**src/rtl/fifo_pkg.sv**
```systemverilog
// Shared types and helpers for the parametrised synchronous FIFO.
package fifo_pkg;

    localparam int FIFO_WIDTH_DEF = 16;
    localparam int FIFO_DEPTH_DEF = 8;

    typedef enum logic [1:0] {
        IDLE  = 2'b00,
        WR    = 2'b01,
        RD    = 2'b10,
        WR_RD = 2'b11
    } fifo_op_e;

    // Wrap by explicit compare so non-power-of-two depths work.
    function automatic int unsigned ptr_next(input int unsigned ptr, input int unsigned depth);
        return (ptr == depth - 32'd1) ? 32'd0 : ptr + 32'd1;
    endfunction

endpackage

```
**src/rtl/fifo_mem.sv**
```systemverilog
// Simple dual-port register array: synchronous write, registered read data.
module fifo_mem #(
    parameter int WIDTH = 16,
    parameter int DEPTH = 8,
    parameter int AW    = $clog2(DEPTH)
) (
    input  logic             clk,
    input  logic             rst_n,
    input  logic             wr_en_i,
    input  logic [AW-1:0]    wr_addr_i,
    input  logic [WIDTH-1:0] wr_data_i,
    input  logic             rd_en_i,
    input  logic [AW-1:0]    rd_addr_i,
    output logic [WIDTH-1:0] rd_data_o
);

    logic [WIDTH-1:0] mem_q [DEPTH];
    logic [WIDTH-1:0] rd_data_q;

    // Storage is deliberately left out of reset.
    always_ff @(posedge clk) begin
        if (wr_en_i) begin
            mem_q[wr_addr_i] <= wr_data_i;
        end
    end

    always_ff @(posedge clk or negedge rst_n) begin
        if (!rst_n) begin
            rd_data_q <= '0;
        end else if (rd_en_i) begin
            rd_data_q <= mem_q[rd_addr_i];
        end
    end

    assign rd_data_o = rd_data_q;

endmodule

```
**src/rtl/fifo_sync_param.sv**
```systemverilog
// Parametrised single-clock FIFO with occupancy count and registered status pulses.
// Optional macro FIFO_PROG_THRESH_EN adds runtime af_level/ae_level inputs.
module fifo_sync_param
    import fifo_pkg::*;
#(
    parameter int  FIFO_WIDTH = FIFO_WIDTH_DEF,
    parameter int  FIFO_DEPTH = FIFO_DEPTH_DEF,
    parameter int  AF_LEVEL   = FIFO_DEPTH - 1,
    parameter int  AE_LEVEL   = 1,
    localparam int CW         = $clog2(FIFO_DEPTH + 1),
    localparam int PW         = $clog2(FIFO_DEPTH)
) (
    input  logic                  clk,
    input  logic                  rst_n,
    input  logic [FIFO_WIDTH-1:0] data_in,
    input  logic                  wr_en,
    input  logic                  rd_en,
    output logic [FIFO_WIDTH-1:0] data_out,
    output logic                  wr_ack,
    output logic                  overflow,
    output logic                  underflow,
    output logic                  full,
    output logic                  empty,
    output logic                  almostfull,
    output logic                  almostempty,
`ifdef FIFO_PROG_THRESH_EN
    input  logic [CW-1:0]         af_level,
    input  logic [CW-1:0]         ae_level,
`endif
    output logic [CW-1:0]         count
);

    logic [PW-1:0] wr_ptr_q, wr_ptr_d;
    logic [PW-1:0] rd_ptr_q, rd_ptr_d;
    logic [CW-1:0] count_q, count_d;
    logic          wr_ack_q, overflow_q, underflow_q;
    logic          wr_acc, rd_acc;
    logic [CW-1:0] af_lvl, ae_lvl;
    fifo_op_e      op;

`ifdef FIFO_PROG_THRESH_EN
    function automatic logic [CW-1:0] clamp_lvl(input logic [CW-1:0] lvl);
        if (lvl < CW'(1)) return CW'(1);
        if (lvl > CW'(FIFO_DEPTH - 1)) return CW'(FIFO_DEPTH - 1);
        return lvl;
    endfunction

    assign af_lvl = clamp_lvl(af_level);
    assign ae_lvl = clamp_lvl(ae_level);
`else
    assign af_lvl = CW'(AF_LEVEL);
    assign ae_lvl = CW'(AE_LEVEL);
`endif

    assign full        = (count_q == CW'(FIFO_DEPTH));
    assign empty       = (count_q == '0);
    assign almostfull  = (count_q >= af_lvl) && !full;
    assign almostempty = (count_q <= ae_lvl) && !empty;

    assign wr_acc = wr_en && !full;
    assign rd_acc = rd_en && !empty;
    assign op     = fifo_op_e'({rd_acc, wr_acc});

    always_comb begin
        wr_ptr_d = wr_ptr_q;
        rd_ptr_d = rd_ptr_q;
        count_d  = count_q;
        if (wr_acc) begin
            wr_ptr_d = PW'(ptr_next(32'(wr_ptr_q), 32'(FIFO_DEPTH)));
        end
        if (rd_acc) begin
            rd_ptr_d = PW'(ptr_next(32'(rd_ptr_q), 32'(FIFO_DEPTH)));
        end
        case (op)
            WR:      count_d = count_q + CW'(1);
            RD:      count_d = count_q - CW'(1);
            default: count_d = count_q;
        endcase
    end

    always_ff @(posedge clk or negedge rst_n) begin
        if (!rst_n) begin
            wr_ptr_q    <= '0;
            rd_ptr_q    <= '0;
            count_q     <= '0;
            wr_ack_q    <= 1'b0;
            overflow_q  <= 1'b0;
            underflow_q <= 1'b0;
        end else begin
            wr_ptr_q    <= wr_ptr_d;
            rd_ptr_q    <= rd_ptr_d;
            count_q     <= count_d;
            wr_ack_q    <= wr_acc;
            overflow_q  <= wr_en && full;
            underflow_q <= rd_en && empty;
        end
    end

    // Read data register lives in the memory; no write-to-read bypass when empty.
    fifo_mem #(
        .WIDTH (FIFO_WIDTH),
        .DEPTH (FIFO_DEPTH),
        .AW    (PW)
    ) u_mem (
        .clk       (clk),
        .rst_n     (rst_n),
        .wr_en_i   (wr_acc),
        .wr_addr_i (wr_ptr_q),
        .wr_data_i (data_in),
        .rd_en_i   (rd_acc),
        .rd_addr_i (rd_ptr_q),
        .rd_data_o (data_out)
    );

    assign wr_ack    = wr_ack_q;
    assign overflow  = overflow_q;
    assign underflow = underflow_q;
    assign count     = count_q;

endmodule

```
**config.mk**
```make
export PLATFORM = sky130hd
export DESIGN_NAME = fifo_sync_param
export DESIGN_NICKNAME = d
export VERILOG_FILES = /design/src/rtl/fifo_pkg.sv /design/src/rtl/fifo_mem.sv /design/src/rtl/fifo_sync_param.sv
export SDC_FILE = /design/constraint.sdc
export NUM_CORES = 1
export LEC_CHECK = 0
export BUFFER_PORTS_ARGS = -buffer_cell sky130_fd_sc_hd__buf_2
export CELL_PAD_IN_SITES_DETAIL_PLACEMENT = 1
export CELL_PAD_IN_SITES_GLOBAL_PLACEMENT = 2
export CORE_MARGIN = 10
export CORE_UTILIZATION = 48
export CTS_CLUSTER_SIZE = 16
export DETAILED_ROUTE_END_ITERATION = 16
export GPL_ROUTABILITY_DRIVEN = 0
export PLACE_DENSITY_LB_ADDON = 0.1
export SLEW_MARGIN = 20
export SYNTH_ARGS = -nofsm -noshare
export SYNTH_HDL_FRONTEND = slang
export SYNTH_SLANG_ARGS = --single-unit
```
**constraint.sdc**
```tcl
create_clock -name clk -period 6.5 [get_ports clk]
set_clock_uncertainty 0.15 [all_clocks]
set_input_delay 1.3 -clock clk [delete_from_list [all_inputs] [get_ports clk]]
set_output_delay 1.3 -clock clk [all_outputs]
set_load 0.05 [all_outputs]
```
==> results of run 1 <==
-- area by class of cell --
class / count / area, um2
Fill cell: 1157 / 5399
Sequential cell: 157 / 4571
Multi-Input combinational cell: 181 / 1659
Clock buffer: 19 / 432.9
Timing Repair Buffer: 56 / 305.3
Tap cell: 172 / 215.2
Clock inverter: 13 / 165.2
Inverter: 7 / 26.28
-- path summary, 6_finish.rpt --
check,endpoint,slack (ns)
max in group asynchronous,rd_ptr_q[0],4.85
min,u_mem.rd_data_o[6],0.37
min in group asynchronous,u_mem.rd_data_o[6],0.81
max,empty,3.06
max reg2reg,count[3],3.32
min reg2reg,u_mem.rd_data_o[6],0.37
-- cell usage in the layout, fill, tap and decap left out, types with 3 or more instances in the layout --
cell type    n
mux2_2      35
o21ai_0     19
edfxtp_1   128
buf_2       46
mux2i_1     33
ha_1         8
bufinv_16    3
nand2_1      4
buf_4       10
dfrtp_1     28
a22o_1      16
clkbuf_16   17
nor2_1       6
o22ai_1     16
o31ai_2     16
nand2b_1     3
xnor2_1      3
nor3_2       4
inv_1        7
clkinv_4     4
mux2_4       3
-- metrics by stage --
| step | power (mW) | setup slack (ns) | instances | hold WS, ns | area (um2) |
|---|---|---|---|---|---|
| 6_report | 3.714 | 3.060 | 605 | 0.3748 | 7375 |
| 4_1_cts | 3.757 | 3.024 | 605 | 0.3792 | 7375 |
| 2_1_floorplan | 2.411 | 2.318 | 363 | 0.4070 | 6350 |
| 5_1_grt | 3.910 | 2.913 | 605 | 0.4105 | 7375 |
| 3_5_place_dp | 2.754 | 3.216 | 573 | 0.3650 | 6777 |
| 3_3_place_gp | 2.712 | 3.260 | 573 | 0.3590 | 6777 |
-- registers in the layout (all words and copies together), names as in the netlist --
register,count
wr_ptr_q,3
underflow,1
overflow,1
count,4
u_mem.mem_q,128
rd_ptr_q,3
u_mem.rd_data_o,16
wr_ack,1
-- synth_stat cells --
| master | n |
|---|---|
| nand2_1 | 4 |
| clkbuf_1 | 5 |
| nor2_1 | 7 |
| o22ai_1 | 16 |
| buf_4 | 3 |
| a22o_1 | 16 |
| nor4_1 | 1 |
| nor2b_1 | 2 |
| xnor2_1 | 3 |
| inv_1 | 7 |
| dfrtp_1 | 29 |
| buf_6 | 4 |
| clkbuf_2 | 1 |
| buf_2 | 4 |
| nand4b_1 | 1 |
| and2_1 | 2 |
| ha_1 | 8 |
| o31ai_2 | 16 |
| nor3b_4 | 1 |
| buf_8 | 1 |
| nand3_1 | 1 |
| or4b_1 | 1 |
| nand2b_2 | 1 |
| mux2i_1 | 33 |
| a21oi_2 | 1 |
| mux2_4 | 3 |
| xor2_1 | 1 |
| edfxtp_1 | 128 |
| mux2_2 | 35 |
| nor3_1 | 4 |
| nor4b_1 | 1 |
| nand2b_1 | 3 |
| o21ai_0 | 19 |
| nand3b_1 | 1 |
-- cell families (layout without fill, tap and decap cells) --
group                      Yosys count  after routing  share of synthesized area (%)
muxes                               71             71                          12.12
adders and majority gates            8              8                          1.576
xor gates and xnor gates             4              4                         0.5518
AOI/OAI and AO/OA                   68             68                          8.571
and+or+nand+nor                     30             30                          2.818
buffers and inverters               25             95                          2.404
DFF                                157            157                          71.96
-- metal layers --
layer  track usage, %  vias up  wire length (um)
met5                0        -                 0
met4            6.280        0               244
met3            3.858       22               632
met2            26.85       76              6946
met1            20.06     1769              6145
li1                 -     1544                 -
-- worst min-delay path: cells and delay by family (launching register included) --
| family | cells | cell delay, ns |
|---|---|---|
| DFF | 1 | 0.33 |
| AOI/OAI and AO/OA | 2 | 0.15 |
-- power breakdown --
part | switching [mW] | internal, mW | total (mW)
logic | 0.843 | 0.454 | 1.30
registers | 0.115 | 1.30 | 1.42
clock network | 0.393 | 0.605 | 0.998
==> flow_metrics.env, run 1 <==
export IMPL_dp_hpwl_um=8102
export IMPL_core_um2=12770
export IMPL_globalRouteTotalUtil_pct=16.21
export IMPL_viasPerCell=5.638
export IMPL_drtPass1Iterations=4
export IMPL_grt_pass1_vias=3830
export IMPL_outcome="finished clean"
export IMPL_cts_hold_buffers=0
export IMPL_wl_um=13970
export IMPL_power_density_nw_per_um2=503.6
export IMPL_cp_start_kind="flip-flop"
export IMPL_grt_pass1_wl_um=22000
export IMPL_cts_tree="built"
export IMPL_fp_dieArea_um2=18230
export IMPL_drv_slew=0
export IMPL_worst_pin_slew_ns=1.025
export IMPL_cts_post_setup_buffers_inserted=0
export IMPL_finalSetupViolCount=0
export IMPL_syn_nets=391
export IMPL_startpoint="count[0]"
export IMPL_critPathSlowestCell="dfrtp_1"
export IMPL_critical_path_required_ns=5.05
export IMPL_drive_gt1_share_pct=34.41
export IMPL_rsz0062_at_grt="false"
export IMPL_ys_types=34
export IMPL_hp_class="flip-flop to flip-flop"
export IMPL_drt_iter0_drc=265
export IMPL_route_vias_total=3411
export IMPL_yosys_warnings=0
export IMPL_ys_seq_area_share_pct=71.96
export IMPL_clock_latency_ns=0.42
export IMPL_ios=47
export IMPL_slew_limit_headroom_pct=31.70
export IMPL_ant_nets=0
export IMPL_finalCritPeriodShare_pct=52.92
export IMPL_path_clk_slew_ns=0.06
export IMPL_routedWlPerCell_um=23.09
export IMPL_path_cells="inv_1, ha_1, nor3b_4, buf_4, buf_2"
export IMPL_ctsResizeCount=0
export IMPL_port_buffers=46
export IMPL_cts_root_buf="clkbuf_16"
export IMPL_yosysTopAreaCell="edfxtp_1"
export IMPL_syn_inst=363
export IMPL_htree_levels=4
export IMPL_cts_buffers_inserted=17
export IMPL_holdCritStartpoint="u_mem.rd_data_o[6]"
export IMPL_ff2ff_path_depth=10
export IMPL_netlist_area_um2=6350
export IMPL_cp_depth=5
export IMPL_die_w_um=135.0
export IMPL_fin_util_pct=57.73
export IMPL_grt_max_degree=68
export IMPL_initial_core_util_pct=49.71
export IMPL_tns_ns=0
export IMPL_yosys_register_bits=157
export IMPL_cts_sinks=157
export IMPL_grt_ovfl_total=0
export IMPL_syn_area_per_cell_um2=17.49
export IMPL_num_nets_final=448
export IMPL_row_count=41
export IMPL_regToRegStartpoint="count[0]"
export IMPL_worst_path_buf_inv=3
export IMPL_cts_max_path_buffers=2
export IMPL_diodes=0
export IMPL_finalHoldViolCount=0
export IMPL_clock_fmax_mhz=290.7
export IMPL_crit_type="flip-flop to output pin"
export IMPL_die_h_um=135.0
export IMPL_max_stage_delay_ns=0.45
export IMPL_synth_top_area_share_pct=60.53
export IMPL_drv_cap=0
export IMPL_worstSetupEndpointType="output pin"
export IMPL_antenna_found_initial=0
export IMPL_route_detailed_drc=0
export IMPL_ir_worst_vdd_mv=0.2560
export IMPL_arrival_ns=1.99
export IMPL_min_path_cells=2
export IMPL_path_max_fanout=19
export IMPL_period_minus_slack_ns=3.440
export IMPL_critPathTopFamily="buffers and inverters"
export IMPL_area_delta_synth_final_pct=16.14
export IMPL_power_leakage_nw=2.726
export IMPL_synth_area_leaders="edfxtp_1, dfrtp_1, mux2_2"
(Power assumes the default switching activity.)
==> inputs of run 2 (changes only) <==
--- a/config.mk
+++ b/config.mk
@@ -9,7 +9,7 @@
 export CELL_PAD_IN_SITES_DETAIL_PLACEMENT = 1
 export CELL_PAD_IN_SITES_GLOBAL_PLACEMENT = 2
 export CORE_MARGIN = 10
-export CORE_UTILIZATION = 48
+export CORE_UTILIZATION = 40
 export CTS_CLUSTER_SIZE = 16
 export DETAILED_ROUTE_END_ITERATION = 16
 export GPL_ROUTABILITY_DRIVEN = 0
==> constraint.sdc (replaced) <==
create_clock -name clk -period 2.8 [get_ports clk]
set_clock_uncertainty 0.15 [all_clocks]
set_input_delay 0.56 -clock clk [delete_from_list [all_inputs] [get_ports clk]]
set_output_delay 0.56 -clock clk [all_outputs]
set_load 0.05 [all_outputs]
==> flow_metrics.env, run 2 (synthesis gave the netlist of run 1 again) <==
export IMPL_outcome="finished clean"
export IMPL_ff2ff_path_depth=9
export IMPL_clock_fmax_mhz=376.6
export IMPL_power_leakage_nw=2.768
export IMPL_clock_latency_ns=0.42
export IMPL_top_register="u_mem.mem_q"
export IMPL_drv_slew=0
export IMPL_ios=47
export IMPL_rsz0062_at_grt="false"
export IMPL_ant_nets=0
export IMPL_drv_cap=0
export IMPL_largest_reg_flops=128
export IMPL_final_cell_mix="edfxtp_1, buf_2, mux2_2"
export IMPL_internal_power_mw=5.295
export IMPL_path_max_fanout=18
export IMPL_ir_worst_vdd_mv=0.5361
export IMPL_die_w_um=146.0
export IMPL_drive_gt1_share_pct=36.91
export IMPL_finalHoldViolCount=0
export IMPL_drtPass1Iterations=4
export IMPL_routedWlPerCell_um=21.42
export IMPL_diodes=0
export IMPL_critPathSlowestCell="dfrtp_2"
export IMPL_crit_type="flip-flop to output pin"
export IMPL_cts_buffers_inserted=17
export IMPL_arrival_ns=1.95
export IMPL_area_delta_synth_final_pct=17.69
export IMPL_worst_slack_ns=0.1447
export IMPL_seqPwrFrac_pct=39.0
export IMPL_row_count=45
export IMPL_route_detailed_drc=0
export IMPL_switching_power_mw=3.138
export IMPL_fp_dieArea_um2=21310
export IMPL_cts_max_path_buffers=2
export IMPL_initial_core_util_pct=41.31
export IMPL_fin_hold_ws_ns=0.09161
export IMPL_regToRegStartpoint="count[0]"
export IMPL_max_stage_delay_ns=0.43
export IMPL_layout_cells_most_common="edfxtp_1"
export IMPL_antenna_found_initial=0
export IMPL_combPwrFrac_pct=36.9
export IMPL_die_h_um=146.0
export IMPL_worstSetupEndpointType="output pin"
export IMPL_instances_no_fill=658
export IMPL_grt_pass1_vias=3701
export IMPL_switching_share_pct=37.21
export IMPL_dpl_worst_slack_ns=0.4029
export IMPL_finalCritPeriodShare_pct=94.83
export IMPL_htree_levels=4
export IMPL_slew_limit_headroom_pct=45.25
export IMPL_finalPower_mw=8.434
export IMPL_grt_pass1_wl_um=21650
export IMPL_port_buffers=46
export IMPL_cts_tree="built"
export IMPL_cts_hold_buffers=0
export IMPL_grt_max_degree=40
export IMPL_clockPowerShare_pct=24.1
export IMPL_worst_path_buf_inv=3
export IMPL_path_clk_slew_ns=0.06
export IMPL_wl_um=14090
export IMPL_worst_pin_slew_ns=0.8212
export IMPL_cts_sinks=157
export IMPL_route_vias_total=3393
export IMPL_cts_root_buf="clkbuf_16"
export IMPL_r2r_end="count[3]"
export IMPL_globalRouteTotalUtil_pct=13.42
export IMPL_drt_iter0_drc=177
export IMPL_grt_ovfl_total=0
export IMPL_dp_cells=626
export IMPL_worst_r2r_setup_slack_ns=0.40
export IMPL_finalSetupViolCount=0
export IMPL_path_cells="inv_1, ha_1, nor3b_4, buf_6, buf_4"
export IMPL_core_um2=15370
export IMPL_viasPerCell=5.157
export IMPL_dp_hpwl_um=8747
export IMPL_critical_path_required_ns=2.09
export IMPL_period_minus_slack_ns=2.655
export IMPL_hp_class="primary input to asynchronous set/reset pin"
export IMPL_power_density_nw_per_um2=1128
export IMPL_cp_start_kind="flip-flop"
export IMPL_num_nets_final=462
export IMPL_critPathTopFamily="buffers and inverters"
==> run 2: changes by cell type in the layout (fill, tap and decap cells not counted), moves of 2 or more <==
cell,change
buf_4,+14
clkinv_2,+4
bufinv_16,-3
clkbuf_1,-2
dfrtp_1,-2
dfrtp_2,+2
==> run 2: worst max-delay path by stage <==
| stage | endpoint | start | depth (start not counted) |
|---|---|---|---|
| floorplan | u_mem.mem_q[2][0] | count[0] | 5 |
| global placement | count[3] | count[0] | 9 |
| detailed placement | count[3] | count[0] | 9 |
| CTS | empty | count[1] | 5 |
| global route | empty | count[1] | 5 |
| finish | empty | count[1] | 5 |
==> run 2: area by class of cell <==
cell class                 count  area (um2)
clock inverter                15       98.84
clock buffer                  17       425.4
sequential                   157        4573
fill                        1481        7898
timing repair buffer          70       416.7
tap                          211       264.0
inverter                       7       26.28
multi-input combinational    181        1669
==> run 2: power by group through the flow <==
stage / clock network (mW) / logic, mW / registers (mW)
5_1_grt: 2.18 / 3.35 / 3.35
3_5_place_dp: 0 / 3.16 / 3.35
4_1_cts: 2.08 / 3.17 / 3.30
2_1_floorplan: 0 / 1.80 / 3.81
6_report: 2.03 / 3.11 / 3.29
3_3_place_gp: 0 / 3.11 / 3.32
==> run 2: stage by stage <==
| stage | instance area (um2) | setup TNS, ns | util [%] |
|---|---|---|---|
| finish | 7473 | 0 | 48.62 |
| global route | 7473 | 0 | 48.62 |
| CTS | 7470 | 0 | 48.60 |
| detailed placement | 6943 | 0 | 45.17 |
| global placement | 6943 | 0 | 45.17 |
| floorplan | 6370 | -8.658 | - |
==> run 2: metal layers <==
layer | vias up | track usage [%] | share of wire [%]
met1 | 1756 | 15.76 | 43
li1 | 1568 | - | -
met4 | 0 | 5.255 | 1.6
met3 | 19 | 3.011 | 2.9
met2 | 50 | 23.32 | 52
met5 | - | 0 | 0
==> run 2: timing repair <==
| action | 4_1_cts | 5_1_grt |
|---|---|---|
| setup endpoints to repair | 1 | 1 |
| resized for setup | 1 | 1 |
| buffers inserted | 0 | 0 |
==> inputs of run 3 (changes only) <==
--- a/config.mk
+++ b/config.mk
@@ -13,6 +13,7 @@
 export CTS_CLUSTER_SIZE = 16
 export DETAILED_ROUTE_END_ITERATION = 16
 export GPL_ROUTABILITY_DRIVEN = 0
+export MAX_ROUTING_LAYER = met4
 export PLACE_DENSITY_LB_ADDON = 0.1
 export SLEW_MARGIN = 20
 export SYNTH_ARGS = -nofsm -noshare
==> flow_metrics.env, run 3 (synthesis gave the netlist of run 1 again) <==
export IMPL_slew_limit_headroom_pct=45.23
export IMPL_arrival_ns=1.95
export IMPL_clockPowerShare_pct=24.1
export IMPL_htree_levels=4
export IMPL_ios=47
export IMPL_drive_gt1_share_pct=36.91
export IMPL_initial_core_util_pct=41.31
export IMPL_routedWlPerCell_um=21.47
export IMPL_grt_max_degree=40
export IMPL_largest_reg_flops=128
export IMPL_worst_path_buf_inv=3
export IMPL_internal_power_mw=5.295
export IMPL_combPwrFrac_pct=36.9
export IMPL_instances_no_fill=658
export IMPL_fp_dieArea_um2=21310
export IMPL_cts_tree="built"
export IMPL_cts_buffers_inserted=17
export IMPL_crit_type="flip-flop to output pin"
export IMPL_dpl_worst_slack_ns=0.4029
export IMPL_worst_slack_ns=0.1446
export IMPL_stdcell_area_um2=7473
export IMPL_grt_pass1_vias=3695
export IMPL_viasPerCell=5.190
export IMPL_place_area_um2=6943
export IMPL_period_minus_slack_ns=2.655
export IMPL_num_nets_final=462
export IMPL_layout_cells_most_common="edfxtp_1"
export IMPL_cts_root_buf="clkbuf_16"
export IMPL_finalPower_mw=8.434
export IMPL_die_w_um=146.0
export IMPL_drtPass1Iterations=4
export IMPL_fillers=1481
export IMPL_antenna_found_initial=0
export IMPL_drt_iter0_drc=199
export IMPL_row_count=45
export IMPL_ff2ff_path_depth=9
export IMPL_critical_path_required_ns=2.09
export IMPL_finalSetupViolCount=0
export IMPL_clock_fmax_mhz=376.6
export IMPL_globalRouteTotalUtil_pct=13.82
export IMPL_die_h_um=146.0
export IMPL_finalHoldViolCount=0
export IMPL_seqPwrFrac_pct=39.1
export IMPL_grt_ovfl_total=0
export IMPL_path_cells="inv_1, ha_1, nor3b_4, buf_6, buf_4"
export IMPL_route_vias_total=3415
export IMPL_cp_depth=5
export IMPL_port_buffers=46
export IMPL_dp_hpwl_um=8747
export IMPL_critPathTopFamily="buffers and inverters"
export IMPL_ant_nets=0
export IMPL_rsz0062_at_grt="false"
export IMPL_finalCritPeriodShare_pct=94.84
export IMPL_worst_pin_slew_ns=0.8215
export IMPL_cts_sinks=157
export IMPL_hp_class="primary input to asynchronous set/reset pin"
export IMPL_max_stage_delay_ns=0.43
export IMPL_cts_hold_buffers=0
export IMPL_dp_cells=626
export IMPL_critPathSlowestCell="dfrtp_2"
export IMPL_grt_pass1_wl_um=21650
export IMPL_power_density_nw_per_um2=1128
export IMPL_drv_cap=0
export IMPL_power_leakage_nw=2.768
export IMPL_path_clk_slew_ns=0.06
export IMPL_wl_um=14130
export IMPL_top_register="u_mem.mem_q"
export IMPL_clock_latency_ns=0.42
export IMPL_path_max_fanout=18
export IMPL_cts_max_path_buffers=2
export IMPL_drv_slew=0
export IMPL_switching_power_mw=3.138
export IMPL_final_cell_mix="edfxtp_1, buf_2, mux2_2"
export IMPL_diodes=0
export IMPL_worstSetupEndpointType="output pin"
export IMPL_area_delta_synth_final_pct=17.69
export IMPL_switching_share_pct=37.21
export IMPL_ir_worst_vdd_mv=0.5345
export IMPL_core_um2=15370
export IMPL_fin_hold_ws_ns=0.09177
export IMPL_cp_start_kind="flip-flop"
export IMPL_route_detailed_drc=0
export IMPL_outcome="finished clean"
[run 3: path summary, 6_finish.rpt]
path / start / to / slack (ns)
min in group clk: wr_en / overflow / 0.24
max reg2reg: count[0] / count[3] / 0.40
min reg2reg: u_mem.rd_data_o[1] / u_mem.rd_data_o[1] / 0.38
max: count[1] / empty / 0.14
min: rst_n / u_mem.rd_data_o[15] / 0.09
max in group asynchronous: rst_n / count[1] / 1.84
[run 3: power groups by stage]
stage | clock (mW) | combinational (mW) | sequential, mW
after global routing | 2.18 | 3.35 | 3.35
after detailed placement | 0 | 3.16 | 3.35
after global placement | 0 | 3.11 | 3.32
after floorplan | 0 | 1.80 | 3.81
final | 2.03 | 3.11 | 3.29
after CTS | 2.08 | 3.17 | 3.30
[run 3: layout make-up]
cell class                      count  area (um2)  area share, %
Sequential cell                   157        4573          61.19
Multi-Input combinational cell    181        1669          22.33
Clock buffer                       17       425.4          5.692
Timing Repair Buffer               70       416.7          5.575
Tap cell                          211       264.0          3.533
Clock inverter                     15       98.84          1.323
Inverter                            7       26.28         0.3516
[run 3: repair_timing]
action,in CTS,in global routing
gates resized for setup,1,1
endpoints found under the setup margin,1,1
setup buffers,0,0
gates cloned,0,0
pin swaps,0,0
[run 3: metrics by stage]
step | util [%] | TNS, ns
finish | 48.62 | 0
global route | 48.62 | 0
CTS | 48.60 | 0
detailed placement | 45.17 | 0
global placement | 45.17 | 0
floorplan | - | -8.658
[run 3: routing by layer]
layer  routed length [um]  vias to the layer above  GRT usage [%]
li1                     -                     1569              -
met2                 7375                       48          23.27
met3                  345                       15          2.887
met4                  177                        0          5.255
met1                 6232                     1783          15.92
met5                    0                        -              -
